**src/rtl/fpu_divide_iterate.sv**
```systemverilog
// ============================================================================
//  Module   : fpu_divide_iterate
//  Purpose  : Mantissa iteration stage of the floating-point divider. Takes
//             the dividend (a) and divisor (b) from the exponent stage and
//             runs ITERATIONS restoring-division steps, building the
//             quotient in y. Sign, special-case flags, exponent and mode
//             pass through unchanged to the normalize stage.
//  Ports    : clk, rst        - clock, synchronous active-high reset
//             in_valid/ready  - upstream handshake, in_data operands
//             out_valid/ready - downstream handshake, out_data result
//             busy            - high whenever an operation is held
//  Options  : FPU_DIVIDE_SPECIAL_BYPASS_EN - when defined, operands flagged
//             nan/inf/zero skip iteration and finish straight away with y=0.
//  Revision : 1.0 - initial release
// ============================================================================
`default_nettype none

package fpu_div_pkg;
    localparam int EXP_W  = 12;
    localparam int Y_W    = 27;
    localparam int AB_W   = 51;

    typedef struct packed {
        logic              sign;
        logic              nan;
        logic              inf;
        logic              zero;
        logic [EXP_W-1:0]  exponent;
        logic              exp_neg;
        logic              valid;
        logic [1:0]        mode;
        logic [Y_W-1:0]    y;       // quotient bits, MSB first
        logic [AB_W-1:0]   a;       // partial remainder
        logic [AB_W-1:0]   b;       // divisor, shifted right each step
    } fpu_div_result_t;
endpackage

module fpu_divide_iterate
    import fpu_div_pkg::*;
#(
    parameter int ITERATIONS = 27
) (
    input  logic                                clk,
    input  logic                                rst,
    input  logic                                in_valid,
    output logic                                in_ready,
    input  logic [$bits(fpu_div_result_t)-1:0]  in_data,
    output logic                                out_valid,
    input  logic                                out_ready,
    output logic [$bits(fpu_div_result_t)-1:0]  out_data,
    output logic                                busy
);

    localparam int CNT_W = $clog2(ITERATIONS + 1);
    localparam logic [CNT_W-1:0] LAST_STEP = CNT_W'(ITERATIONS - 1);

    typedef enum logic [1:0] {
        IDLE = 2'd0,
        ITER = 2'd1,
        DONE = 2'd2
    } state_t;

    state_t          state;
    logic [CNT_W-1:0] count;
    fpu_div_result_t data;

    fpu_div_result_t in_op;
    fpu_div_result_t captured;
    fpu_div_result_t stepped;
    logic            b_fits;
    logic            special;

    assign in_op = fpu_div_result_t'(in_data);

`ifdef FPU_DIVIDE_SPECIAL_BYPASS_EN
    // Special operands have a quotient decided elsewhere; no point iterating.
    assign special = in_op.nan | in_op.inf | in_op.zero;
`else
    assign special = 1'b0;
`endif

    // Quotient accumulator always starts clean regardless of upstream contents.
    always_comb begin
        captured   = in_op;
        captured.y = '0;
    end

    // One restoring step: unsigned compare, subtract only when b fits, so the
    // remainder can never go negative and no restore cycle is needed.
    always_comb begin
        stepped   = data;
        b_fits    = (data.b <= data.a);
        stepped.y = {data.y[Y_W-2:0], b_fits};
        if (b_fits) begin
            stepped.a = data.a - data.b;
        end
        stepped.b = data.b >> 1;
    end

    always_ff @(posedge clk) begin
        if (rst) begin
            state <= IDLE;
            count <= '0;
            data  <= '0;
        end else begin
            case (state)
                IDLE: begin
                    if (in_valid) begin
                        data  <= captured;
                        count <= '0;
                        state <= special ? DONE : ITER;
                    end
                end
                ITER: begin
                    data  <= stepped;
                    count <= count + 1'b1;
                    if (count == LAST_STEP) begin
                        state <= DONE;
                    end
                end
                DONE: begin
                    // data is untouched here, so it holds under backpressure
                    if (out_ready) begin
                        state <= IDLE;
                    end
                end
                default: begin
                    state <= IDLE;
                end
            endcase
        end
    end

    assign in_ready  = (state == IDLE);
    assign out_valid = (state == DONE);
    assign busy      = (state != IDLE);
    assign out_data  = data;

endmodule

`default_nettype wire

```
**config.mk**
```make
export PLATFORM = sky130hd
export DESIGN_NAME = fpu_divide_iterate
export DESIGN_NICKNAME = d
export VERILOG_FILES = /design/src/rtl/fpu_divide_iterate.sv
export SDC_FILE = /design/constraint.sdc
export NUM_CORES = 1
export LEC_CHECK = 0
export BUFFER_PORTS_ARGS = -buffer_cell sky130_fd_sc_hd__buf_2
export CORE_ASPECT_RATIO = 0.7
export CORE_MARGIN = 2
export CORE_UTILIZATION = 37
export CTS_CLUSTER_DIAMETER = 100
export DETAILED_ROUTE_END_ITERATION = 8
export SLEW_MARGIN = 20
export SYNTH_ARGS = -nofsm -noshare
export SYNTH_HDL_FRONTEND = slang
export SYNTH_SLANG_ARGS = --single-unit
```
**constraint.sdc**
```tcl
create_clock -name clk -period 4.2 [get_ports clk]
set_clock_uncertainty 0.15 [all_clocks]
set_input_delay 0.21 -clock clk [delete_from_list [all_inputs] [get_ports clk]]
set_output_delay 0.21 -clock clk [all_outputs]
set_load 0.01 [all_outputs]
```
[Word-level counts from Yosys, hierarchy flattened]
Cells that the tools add are included.
Widths: inputs -> output; s select.
Word-level totals
  register bits: 156
  word-level logic and storage cells: 40
Operators by class
  add/sub/neg operators: 2
  $lt $le $gt $ge: 1
  equality and inequality tests: 7
  multiplexer cells: 9
  bitwise logic cells: 1
  reduce and logical (&&, ||, !) cells: 7
Operators with widths (count)
  $pmux 149 s2: 1
  $mux 149: 1
  $le 51x51->1: 1
  $mux 51: 1
  $sub 51x51->51: 1
  $pmux 5 s2: 1
  $reduce_and 3->1: 3
  $mux 2: 3
  $ne 2x2->1 const B: 3
  $pmux 2 s3: 1
  $add 5x1->5 const B: 1
  $eq 5x5->1 const B: 1
  $mux 5: 1
  $reduce_bool 2->1: 2
  $eq 2x1->1 const B: 1
  $eq 2x2->1 const B: 1
  $logic_not 2->1: 1
  $ne 2x1->1 const B: 1
  $reduce_and 2->1: 1
  $not 1->1: 1

[Longest topological paths before layout]
  depth after elaboration: 3
  gate-level depth with buffers: 14
  depth with buffers taken out: 12

[Least setup slack after synthesis]
Ideal clock, no wire load.
  kind: register to register
  start point: register data (netlist bit out_data[22])
  end point: register data (netlist bit out_data[93])
  library setup time: 88 ps
  arrival: 2948 ps
  required time: 3962 ps
  setup slack: 1014 ps
  cell stages (with the launch flop): 14
  cell sequence: dfxtp_1 -> inv_1 -> ha_1 -> buf_2 -> nand3_1 -> or4_1 -> or4_1 -> o21ai_2 -> o31a_1 -> o21a_2 -> buf_6 -> buf_6 -> nor2_2 -> a311oi_2
Between the ends
  longest elaborated chain between the ends: 3
  elaborated cells between the ends (all ways): 6
  those cells by class: add/sub (1); order compare (1); eq/ne (1); mux (2); reduce/logical (1)
Ends and longest elaborated chain
  start: declaration: RTL line 65  | fpu_div_result_t data;
  start signal: assignment: RTL line 109  | data <= captured;
  start signal: assignment: RTL line 115  | data <= stepped;
  $sub 51x51->51 / $le 51x51->1 (equally long branches): RTL line 95, 92
  $mux 51 / $ne 2x2->1 (equally long branches)
  $pmux 149 s2 / $reduce_and 3->1 (equally long branches)
Parallel ways exist; a longest one is shown, timed or not. The select of a mux whose other input is x is not followed.
A chain may end at the register's enable or synchronous reset.

[Worst setup path after layout]
  start point: register data (netlist bit out_data[7])
  end point: register data (netlist bit out_data[100])
Same word-level chain as after synthesis.

==> flow_metrics.py <==
metrics = {
    "worst_setup_path": {
        "crit_family": "compound AO/OA/AOI/OAI gates",
        "r2r_cells": 11,
        "r2r-end": "out_data[100]$_SDFFE_PP0P_",
        "crit_chain": "inv_1 -> ha_1 -> and3_1 -> nand4_1 -> a21o_1 -> nand3_1 -> a32oi_1 -> a21oi_1 -> o21ai_1 -> a31o_2 -> o21bai_1",
        "critPathBufInv": 1,
        "arrival_ns": 3.92,
        "reg2reg_from": "out_data[7]$_SDFFE_PP0P_",
        "cp_slowest_cell": "a21oi_1",
        "cp-start-kind": "flip-flop",
        "cp.required_ns": 4.38,
        "crit_type": "reg2reg",
        "reg2reg_slack_ns": 0.46,
        "path_max_fanout": 7,
        "slowest_delay_ns": 0.64,
        "endpoint_kind": "flip-flop",
    },
    "logic_synthesis": {
        "synth_area_um2": 10040,
        "synth_nets": 1553,
        "synth_area_per_cell_um2": 7.463,
        "synth_cell_types": 62,
        "yosysSeqAreaShare_pct": 31.09,
        "yosysWarningCount": 0,
        "ys_ff_latch": 156,
        "synth_ff_type": "dfxtp_1",
        "synth_edf_count": 0,
        "syn_inst": 1346,
        "synthArstFlopShare_pct": 0,
    },
    "sta": {
        "fmax_mhz": 267.1,
        "period_minus_slack_ns": 3.744,
        "drv_slew": 0,
        "period_share_pct": 89.14,
        "fin_tns_setup_ns": 0,
        "worstMarginPinSlew_ns": 1.029,
        "whs_ns": 0.02825,
        "rsz0062_at_grt": "no",
        "relSlewSlack_pct": 31.25,
        "hold_viol": 0,
        "final-setup-viol-count": 0,
    },
    "power_and_ir_drop": {
        "ir_drop_v": 0.0002917,
        "power_density_nw_per_um2": 575.3,
        "p_leak_uw": 0.005861,
    },
    "clock_network": {
        "clockBufferDepth": 2,
        "cts-resized-gates": 0,
        "cts_setup_buffers": 0,
        "htreeDepth": 4,
        "cts.sinks": 156,
        "clk_latency_ns": 0.44,
        "cts_hold_buf": 117,
        "cts_made_buffers": 17,
        "cts-root-buf": "clkbuf_16",
        "clk_pin_slew_ns": 0.07,
        "cts_tree": "built",
    },
    "hold_path": {
        "hold_class": "in2reg",
        "min_path_cells": 3,
        "hold-path-endpoint": "out_data[80]$_SDFFE_PP0P_",
        "holdCritStartpoint": "in_data[80]",
    },
    "global_route": {
        "grt-ovfl-total": 0,
        "grt_pass1_wl_um": 52030,
        "antenna_found_initial": 0,
        "grt_pass1_vias": 10050,
        "grt_usage_pct": 22.28,
        "grt_max_degree": 130,
    },
    "route": {
        "drc_errors": 0,
        "drtAntennaViolNets": 0,
        "drt_iter0_drc": 717,
        "vias_per_cell": 5.220,
        "avgRoutedWirePerCell_um": 15.73,
        "drt-pass1-iter-count": 5,
        "vias": 10710,
        "wirelength_um": 32280,
    },
    "finish": {
        "layout_commonest_cell": "buf_2",
        "fill_cells": 2630,
        "n_antenna_cell": 0,
        "drive_above_1_share_pct": 23.46,
        "final_nets": 1882,
        "final_cell_mix": "276 x buf_2, 253 x nand2_1, 156 x dfxtp_1",
        "syn2layout_area_growth_pct": 33.12,
    },
    "place": {
        "dp_hpwl_um": 22340,
        "gp_congestion": 0.8516,
        "numPortBuffers": 277,
    },
    "die": {
        "dieHeight_um": 141.9,
        "die_x_um": 200.9,
        "fp-row-count": 50,
        "die_area_um2": 28500,
        "start_util_pct": 37.60,
        "boundaryPins": 305,
        "coreArea_um2": 26710,
    },
    "run_status": {
        "status": "finished, final reports clean",
    },
    "run": {
        "maxCapViolations": 0,
    },
}
## sequential cells by signal (all words and copies together) (netlist names)
name	count
state	2
count	5
out_data	149
## worst min-delay path, stage by stage
cell,delay (ns)
buf_2,0.10
a21oi_1,0.16
a211oi_2,0.09
## synthesized netlist by cell type (all sizes together) (14+ instances only)
master	n	area, um2
a211oi	29	322.8
a21o	18	135.1
a21oi	143	715.7
a311oi	75	807.0
buf	30	198.9
clkbuf	64	240.2
dfxtp	156	3123
ha	53	663.1
inv	73	274.0
nand2	254	953.4
nand3	48	240.2
nand4	26	162.7
nor2	161	664.4
nor3	16	80.08
o21ai	45	229.0
o21bai	14	105.1
xnor2	22	192.7
xor2	17	148.9
## layer usage
layer | global-route usage (%) | share of wire (%)
met2 | 33.35 | 43
met4 | 5.224 | 1.1
met1 | 32.24 | 50
met3 | 5.145 | 6.1
met5 | 0 | 0
## power by group
part           switching [uW]  internal (uW)
Clock                     775            802
Sequential                190           1680
Combinational            2570           1670
## logic make-up (layout without fill, tap and decap cells)
| group | Yosys count | count (layout) | share of synthesized area (%) |
|---|---|---|---|
| DFF | 156 | 156 | 31.09 |
| buffers and inverters | 167 | 509 | 7.100 |
| AOI/OAI and AO/OA | 380 | 380 | 27.58 |
| xor gates and xnor gates | 39 | 39 | 3.401 |
| and+or+nand+nor | 549 | 549 | 23.93 |
| muxes | 1 | 1 | 0.09966 |
| adders and majority gates | 54 | 54 | 6.801 |
## worst max-delay path by stage
| stage | cells past startpoint | slack [ns] | endpoint | from |
|---|---|---|---|---|
| 6_report | 11 | 0.46 | out_data[100]$_SDFFE_PP0P_ | out_data[7]$_SDFFE_PP0P_ |
| 3_3_place_gp | 10 | 0.55 | out_data[100]$_SDFFE_PP0P_ | out_data[22]$_SDFFE_PP0P_ |
| 2_1_floorplan | 13 | 1.01 | out_data[93]$_SDFFE_PP0P_ | out_data[22]$_SDFFE_PP0P_ |
| 5_1_grt | 11 | 0.20 | out_data[51]$_SDFFE_PP0P_ | out_data[22]$_SDFFE_PP0P_ |
| 3_5_place_dp | 11 | 0.50 | out_data[100]$_SDFFE_PP0P_ | out_data[22]$_SDFFE_PP0P_ |
| 4_1_cts | 11 | 0.46 | out_data[100]$_SDFFE_PP0P_ | out_data[22]$_SDFFE_PP0P_ |
## metrics by stage
stage	instance area, um2	util (%)	instances	power [uW]	setup WS [ns]
2_1_floorplan	10040	-	1346	5014	1.014
5_1_grt	13370	50.06	2052	8288	0.1993
6_report	13370	50.06	2052	7692	0.4560
3_5_place_dp	11600	43.41	1903	6011	0.4989
4_1_cts	13370	50.04	2052	7715	0.4610
3_3_place_gp	11600	43.41	1903	5964	0.5467
## layout make-up
cell class | instances | area, um2 | share of cell area [%]
timing repair buffer | 404 | 2680 | 20.04
sequential | 156 | 3123 | 23.36
clock buffer | 17 | 425.4 | 3.181
inverter | 73 | 274.0 | 2.049
tap | 364 | 455.4 | 3.406
multi-input combinational | 1023 | 6240 | 46.66
clock inverter | 15 | 173.9 | 1.301
Note: power is estimated with default switching activity, not from simulation.
